$ cat config.mk
export PLATFORM = sky130hd
export DESIGN_NAME = series_eval_ctrl
export DESIGN_NICKNAME = d
export VERILOG_FILES = /design/src/rtl/series_eval_ctrl_pkg.sv /design/src/rtl/series_eval_ctrl_sat_mac.sv /design/src/rtl/series_eval_ctrl.sv
export SDC_FILE = /design/constraint.sdc
export NUM_CORES = 1
export LEC_CHECK = 0
export BUFFER_PORTS_ARGS = -buffer_cell sky130_fd_sc_hd__buf_2
export CAP_MARGIN = 20
export CELL_PAD_IN_SITES_DETAIL_PLACEMENT = 1
export CELL_PAD_IN_SITES_GLOBAL_PLACEMENT = 2
export CORE_UTILIZATION = 37
export DETAILED_ROUTE_END_ITERATION = 12
export PLACE_DENSITY_LB_ADDON = 0.25
export SLEW_MARGIN = 20
export SYNTH_ARGS = -nofsm -noshare
export SYNTH_HDL_FRONTEND = slang
export SYNTH_SLANG_ARGS = --single-unit
$ cat constraint.sdc
create_clock -name clk -period 8.3 [get_ports clk]
set_input_delay 0.415 -clock clk [delete_from_list [all_inputs] [get_ports clk]]
set_output_delay 0.415 -clock clk [all_outputs]
set_load 0.02 [all_outputs]
$ cat src/rtl/series_eval_ctrl_pkg.sv
// series_eval_ctrl_pkg: shared Q6.10 format constants, FSM states and saturating clamp
package series_eval_ctrl_pkg;
    localparam int DATA_W = 16;
    localparam int FRAC_W = 10;
    localparam logic signed [DATA_W-1:0] ONE = 16'sd1024;
    localparam logic signed [2*DATA_W-1:0] SAT_MAX = (2**(DATA_W-1)) - 1;
    localparam logic signed [2*DATA_W-1:0] SAT_MIN = -(2**(DATA_W-1));

    typedef enum logic [1:0] {IDLE, LOAD, ITER, DONE} state_t;

    function automatic logic signed [DATA_W-1:0] sat(input logic signed [2*DATA_W-1:0] v);
        return (v > SAT_MAX) ? DATA_W'(SAT_MAX) : (v < SAT_MIN) ? DATA_W'(SAT_MIN) : v[DATA_W-1:0];
    endfunction
endpackage

$ cat src/rtl/series_eval_ctrl_sat_mac.sv
// series_eval_ctrl_sat_mac: y = sat(sat(floor(acc*x / 2**FRAC_W)) + coeff), purely combinational
module series_eval_ctrl_sat_mac #(
    parameter int DATA_W = 16,
    parameter int FRAC_W = 10
) (
    input  logic signed [DATA_W-1:0] acc,
    input  logic signed [DATA_W-1:0] x,
    input  logic signed [DATA_W-1:0] coeff,
    output logic signed [DATA_W-1:0] y
);
    import series_eval_ctrl_pkg::*;

    logic signed [2*DATA_W-1:0] prod;
    logic signed [2*DATA_W-1:0] shifted;
    logic signed [DATA_W-1:0]   scaled;
    logic signed [DATA_W:0]     sum;

    always_comb begin
        prod    = acc * x;
        shifted = prod >>> FRAC_W;
        scaled  = sat(shifted);
        sum     = scaled + coeff;
        y       = sat((2*DATA_W)'(sum));
    end
endmodule

$ cat src/rtl/series_eval_ctrl.sv
// series_eval_ctrl: Horner evaluation of a polynomial held in an external combinational ROM
module series_eval_ctrl #(
    parameter int DATA_W  = 16,
    parameter int FRAC_W  = 10,
    parameter int N_TERMS = 7,
    parameter int SEL_W   = 3
) (
    input  logic                     clk,
    input  logic                     rst_n,
    input  logic                     start,
    input  logic signed [DATA_W-1:0] x_in,
    output logic                     busy,
    output logic                     done,
    output logic signed [DATA_W-1:0] result,
    output logic [SEL_W-1:0]         rom_select,
    input  logic signed [DATA_W-1:0] rom_coeff
);
    import series_eval_ctrl_pkg::*;

    state_t                    state_q, state_d;
    logic [SEL_W-1:0]          sel_q, sel_d;
    logic signed [DATA_W-1:0]  acc_q, acc_d;
    logic signed [DATA_W-1:0]  x_q, x_d;
    logic signed [DATA_W-1:0]  result_q, result_d;
    logic                      busy_q, busy_d;
    logic                      done_q, done_d;
    logic signed [DATA_W-1:0]  mac_y;

    series_eval_ctrl_sat_mac #(.DATA_W(DATA_W), .FRAC_W(FRAC_W)) u_mac (
        .acc  (acc_q),
        .x    (x_q),
        .coeff(rom_coeff),
        .y    (mac_y)
    );

    // result is loaded on the last ITER step so it is already valid while done is high
    always_comb begin
        state_d  = state_q;
        sel_d    = sel_q;
        acc_d    = acc_q;
        x_d      = x_q;
        result_d = result_q;
        unique case (state_q)
            IDLE: if (start) begin
                x_d     = x_in;
                sel_d   = SEL_W'(N_TERMS - 1);
                state_d = LOAD;
            end
            LOAD: begin
                acc_d   = rom_coeff;
                sel_d   = sel_q - 1'b1;
                state_d = ITER;
            end
            ITER: begin
                acc_d = mac_y;
                if (sel_q == '0) begin
                    result_d = mac_y;
                    state_d  = DONE;
                end else begin
                    sel_d = sel_q - 1'b1;
                end
            end
            DONE: state_d = IDLE;
        endcase
        busy_d = (state_d == LOAD) || (state_d == ITER);
        done_d = state_d == DONE;
    end

    always_ff @(posedge clk or negedge rst_n) begin
        if (!rst_n) begin
            state_q  <= IDLE;
            sel_q    <= '0;
            acc_q    <= '0;
            x_q      <= '0;
            result_q <= '0;
            busy_q   <= 1'b0;
            done_q   <= 1'b0;
        end else begin
            state_q  <= state_d;
            sel_q    <= sel_d;
            acc_q    <= acc_d;
            x_q      <= x_d;
            result_q <= result_d;
            busy_q   <= busy_d;
            done_q   <= done_d;
        end
    end

    assign busy       = busy_q;
    assign done       = done_q;
    assign result     = result_q;
    assign rom_select = sel_q;
endmodule

==> metrics.txt <==
# TYPE chip_impl_metric gauge
chip_impl_metric{name="syn_nets",unit=""} 1850
chip_impl_info{name="worst_path_max_delay_cell",value="sky130_fd_sc_hd__or4_4"} 1
chip_impl_metric{name="synth.cell_area",unit="um^2"} 13300
chip_impl_metric{name="clock_tree.htree_level_count",unit=""} 2
chip_impl_metric{name="number_of_buffers_created_by_cts",unit=""} 5
chip_impl_metric{name="synth-seq-area-share",unit="%"} 10.4
chip_impl_metric{name="final_cell_area",unit="um^2"} 17900
chip_impl_metric{name="post_dp_area",unit="um^2"} 16000
chip_impl_metric{name="die-area",unit="um^2"} 36700
chip_impl_metric{name="yosys_synthesis_warning_count",unit=""} 0
chip_impl_metric{name="cts.hold.buffers_added",unit=""} 0
chip_impl_metric{name="critPathArrivalTime",unit="ns"} 8.98
chip_impl_metric{name="synth-async-reset-ratio",unit="%"} 100
chip_impl_metric{name="initial_antenna_violation_count",unit=""} 1
chip_impl_metric{name="syn-mean-instance-area",unit="um^2"} 9.15
chip_impl_metric{name="critical_path_required",unit="ns"} 8.54
chip_impl_info{name="critPathLaunch",value="x_q[3]$_DFFE_PN0P_"} 1
chip_impl_metric{name="vias",unit=""} 11037
chip_impl_metric{name="first_global_vias",unit=""} 12762
chip_impl_metric{name="hpwlAfterDp",unit="um"} 35400
chip_impl_metric{name="clkTransAtPathRegs",unit="ns"} 0.10
chip_impl_info{name="cp-start-kind",value="register"} 1
chip_impl_metric{name="io-pin-count",unit=""} 56
chip_impl_info{name="hold_path_class",value="in -> async"} 1
chip_impl_metric{name="postSynthCellCount",unit=""} 1452
chip_impl_metric{name="chipWidth",unit="um"} 191
chip_impl_metric{name="die_height",unit="um"} 191
chip_impl_info{name="clock-root-buffer",value="sky130_fd_sc_hd__clkbuf_16"} 1
chip_impl_metric{name="detailedRoute.firstIterationViolations",unit=""} 380
chip_impl_info{name="synthFlopType",value="sky130_fd_sc_hd__dfrtp_1"} 1
chip_impl_metric{name="synth_enable_flop_cells",unit=""} 0
chip_impl_metric{name="final_estimated_routing_congestion_in_global_placement",unit=""} 0.879
chip_impl_metric{name="timing.final.max_slew_violations",unit=""} 0
chip_impl_metric{name="worst_slew_pin_slew",unit="ns"} 1.04
chip_impl_metric{name="finalWirelength",unit="um"} 43500
chip_impl_metric{name="drive_above_1_share",unit="%"} 34.8
chip_impl_metric{name="drc_errors",unit=""} 0
chip_impl_metric{name="max_freq",unit="MHz"} 114
chip_impl_info{name="critical_path.reg2reg.startpoint",value="x_q[3]$_DFFE_PN0P_"} 1
chip_impl_info{name="ys_top_cells_by_area",value="sky130_fd_sc_hd__fa_1 (39%), sky130_fd_sc_hd__dfrtp_1 (10%), sky130_fd_sc_hd__ha_1 (9.5%), sky130_fd_sc_hd__inv_1 (9.1%), sky130_fd_sc_hd__and2_1 (5.9%)"} 1
chip_impl_metric{name="grt_first_pass_wirelength",unit="um"} 69700
chip_impl_metric{name="coreArea",unit="um^2"} 35500
chip_impl_metric{name="finalCriticalPeriod",unit="ns"} 8.74
chip_impl_metric{name="final-setup-viol-count",unit=""} 32
chip_impl_metric{name="synth_top_cell_area_share",unit="%"} 39.5
chip_impl_metric{name="finalClockSkew",unit="ns"} 0.0232
chip_impl_metric{name="yosys.cell_types.count",unit=""} 62
chip_impl_info{name="yosys.area.top_type",value="sky130_fd_sc_hd__fa_1"} 1
chip_impl_metric{name="synth_seq_cells",unit=""} 55
chip_impl_info{name="crit_path_end_kind",value="register"} 1
chip_impl_metric{name="globalRouteTotalUtil",unit="%"} 25.0
chip_impl_metric{name="clk_path_buf_depth",unit=""} 2
chip_impl_metric{name="pin_count_of_the_biggest_net_entering_global_routing",unit=""} 56
chip_impl_metric{name="wl_per_cell",unit="um"} 19.5
chip_impl_metric{name="clkLatencyLatePin",unit="ns"} 0.33
chip_impl_metric{name="cts.sink_count",unit=""} 55
chip_impl_info{name="failed_checks",value="setup timing"} 1
chip_impl_metric{name="finalWorstSetupSlack",unit="ns"} -0.444
chip_impl_metric{name="detailedRoute.firstPassIterationCount",unit=""} 4
chip_impl_info{name="grt_setup_unrepaired",value="true"} 1
chip_impl_metric{name="post-route-period-util",unit="%"} 105
chip_impl_metric{name="report.final.hold_viol_count",unit=""} 0
chip_impl_metric{name="critical_path_peak_fanout",unit=""} 7
chip_impl_metric{name="fin_nets",unit=""} 2163
chip_impl_metric{name="grt-ovfl-total",unit=""} 0
chip_impl_info{name="run_status",value="finished with violations"} 1
chip_impl_info{name="crit_type",value="reg -> reg"} 1
chip_impl_metric{name="max_cap_violations",unit=""} 0
chip_impl_metric{name="initial_cell_density_of_the_core",unit="%"} 37.4
chip_impl_metric{name="vias_per_cell",unit=""} 4.95
chip_impl_metric{name="port_buffers",unit=""} 55
chip_impl_metric{name="cp_slowest_stage_delay",unit="ns"} 0.59
chip_impl_info{name="tritoncts",value="done"} 1
chip_impl_metric{name="row_count",unit=""} 69
chip_impl_metric{name="timing.slew.headroom",unit="%"} 30.3
chip_impl_metric{name="route.antenna.remaining_nets",unit=""} 0
chip_impl_metric{name="layout-area-overhead-vs-synth",unit="%"} 34.8
-- cells in the mapped netlist (2+ instances only) --
master,count
sky130_fd_sc_hd__a211oi_1,6
sky130_fd_sc_hd__a21o_1,17
sky130_fd_sc_hd__and2_1,126
sky130_fd_sc_hd__nand2b_1,10
sky130_fd_sc_hd__o21a_1,8
sky130_fd_sc_hd__o211ai_1,9
sky130_fd_sc_hd__a22o_1,9
sky130_fd_sc_hd__o21bai_1,5
sky130_fd_sc_hd__mux2i_1,2
sky130_fd_sc_hd__nor3_1,10
sky130_fd_sc_hd__nand4_1,17
sky130_fd_sc_hd__a41oi_1,2
sky130_fd_sc_hd__a311oi_1,2
sky130_fd_sc_hd__o21ai_1,6
sky130_fd_sc_hd__o21ai_0,37
sky130_fd_sc_hd__fa_1,262
sky130_fd_sc_hd__and4_1,2
sky130_fd_sc_hd__a2bb2oi_1,3
sky130_fd_sc_hd__xnor2_1,26
sky130_fd_sc_hd__a21oi_1,46
sky130_fd_sc_hd__a31oi_1,6
sky130_fd_sc_hd__and3_1,5
sky130_fd_sc_hd__nor2b_1,18
sky130_fd_sc_hd__buf_6,2
sky130_fd_sc_hd__mux2_2,17
sky130_fd_sc_hd__clkbuf_1,50
sky130_fd_sc_hd__o31ai_1,3
sky130_fd_sc_hd__ha_1,101
sky130_fd_sc_hd__or2_2,3
sky130_fd_sc_hd__o21ai_2,10
sky130_fd_sc_hd__nor2_1,37
sky130_fd_sc_hd__nand3_1,22
sky130_fd_sc_hd__inv_1,321
sky130_fd_sc_hd__nand2_1,152
sky130_fd_sc_hd__xor2_1,13
sky130_fd_sc_hd__a2111oi_0,3
sky130_fd_sc_hd__a211o_1,5
sky130_fd_sc_hd__dfrtp_1,55
-- repair_timing --
item                       in CTS  in global routing
gates cloned                    2                  0
buffers inserted               37                 34
setup endpoints to repair      32                 32
gates resized for setup       131                152
pin swaps                      65                108
-- worst max-delay path: cells and delay by family (launching register included) --
kind / cells / cell delay (ns)
and+or+nand+nor: 8 / 1.28
adders and majority gates: 8 / 3.60
buffers and inverters: 10 / 1.02
DFF: 1 / 0.49
AOI/OAI and AO/OA: 11 / 2.24
-- worst paths after layout --
kind	end	slack [ns]	cells past startpoint
worst min register to register	result[14]$_DFFE_PN0P_	0.50	2
max in group asynchronous	acc_q[3]$_DFFE_PN0N_	7.42	2
worst max-delay path	acc_q[4]$_DFFE_PN0N_	-0.44	37
worst min-delay path	result[15]$_DFFE_PN0P_	0.25	2
worst max register to register	acc_q[4]$_DFFE_PN0N_	-0.44	37
min in group clk	x_q[13]$_DFFE_PN0P_	0.31	2
-- registers in the layout, summed over array words and instances (netlist names) --
name / flops
busy: 1
done: 1
state_q: 2
rom_select: 3
x_q: 16
result: 16
acc_q: 16
-- routing by layer --
layer	wire length, um	GRT usage, %
met1	18800	33.1
met2	22200	43.8
met3	1420	2.17
met4	1130	5.92
met5	0	0
-- layout make-up --
class                      count  area [um^2]
inverter                     321         1200
sequential                    55         1400
tap                          461          577
clock inverter                 2         17.5
fill                        3987        17600
multi-input combinational   1022        11600
timing repair buffer         360         2960
antenna                        2         5.00
clock buffer                   6          139
-- cells in the final DEF, fill, tap and decap left out, types with 33 or more instances in the layout --
cell / netlist / layout
sky130_fd_sc_hd__ha_1: 101 / 73
sky130_fd_sc_hd__inv_1: 321 / 295
sky130_fd_sc_hd__nand2_1: 152 / 143
sky130_fd_sc_hd__and2_1: 126 / 113
sky130_fd_sc_hd__buf_6: 2 / 34
sky130_fd_sc_hd__nor2_1: 37 / 33
sky130_fd_sc_hd__buf_4: 0 / 250
sky130_fd_sc_hd__dfrtp_1: 55 / 40
sky130_fd_sc_hd__buf_2: 1 / 55
sky130_fd_sc_hd__fa_1: 262 / 243
-- through the flow --
stage	TNS [ns]	hold slack, ns	setup WS [ns]	util (%)	std cells
6_report	-11.35	0.255	-0.444	50.5	2229
5_1_grt	-22.45	0.315	-0.800	50.4	2228
4_1_cts	-14.02	0.284	-0.506	47.8	2194
3_5_place_dp	-26.82	0.479	-0.945	45.1	2148
3_3_place_gp	-23.06	0.465	-0.878	45.0	2148
2_1_floorplan	-2.31	0.119	-0.141	-	1452
-- kinds of logic after synthesis --
group,synth area share (%)
flip-flops,10.4
XOR/XNOR,2.57
AO/OA/AOI/OAI,10.3
buffers and inverters,10.7
AND/OR/NAND/NOR,15.4
multiplexers,1.59
adder cells (fa/ha/maj),49.0
Power is left out: the tool's default activity adds up to more than one toggle a clock period on the data nets, which glitch-free logic cannot reach.
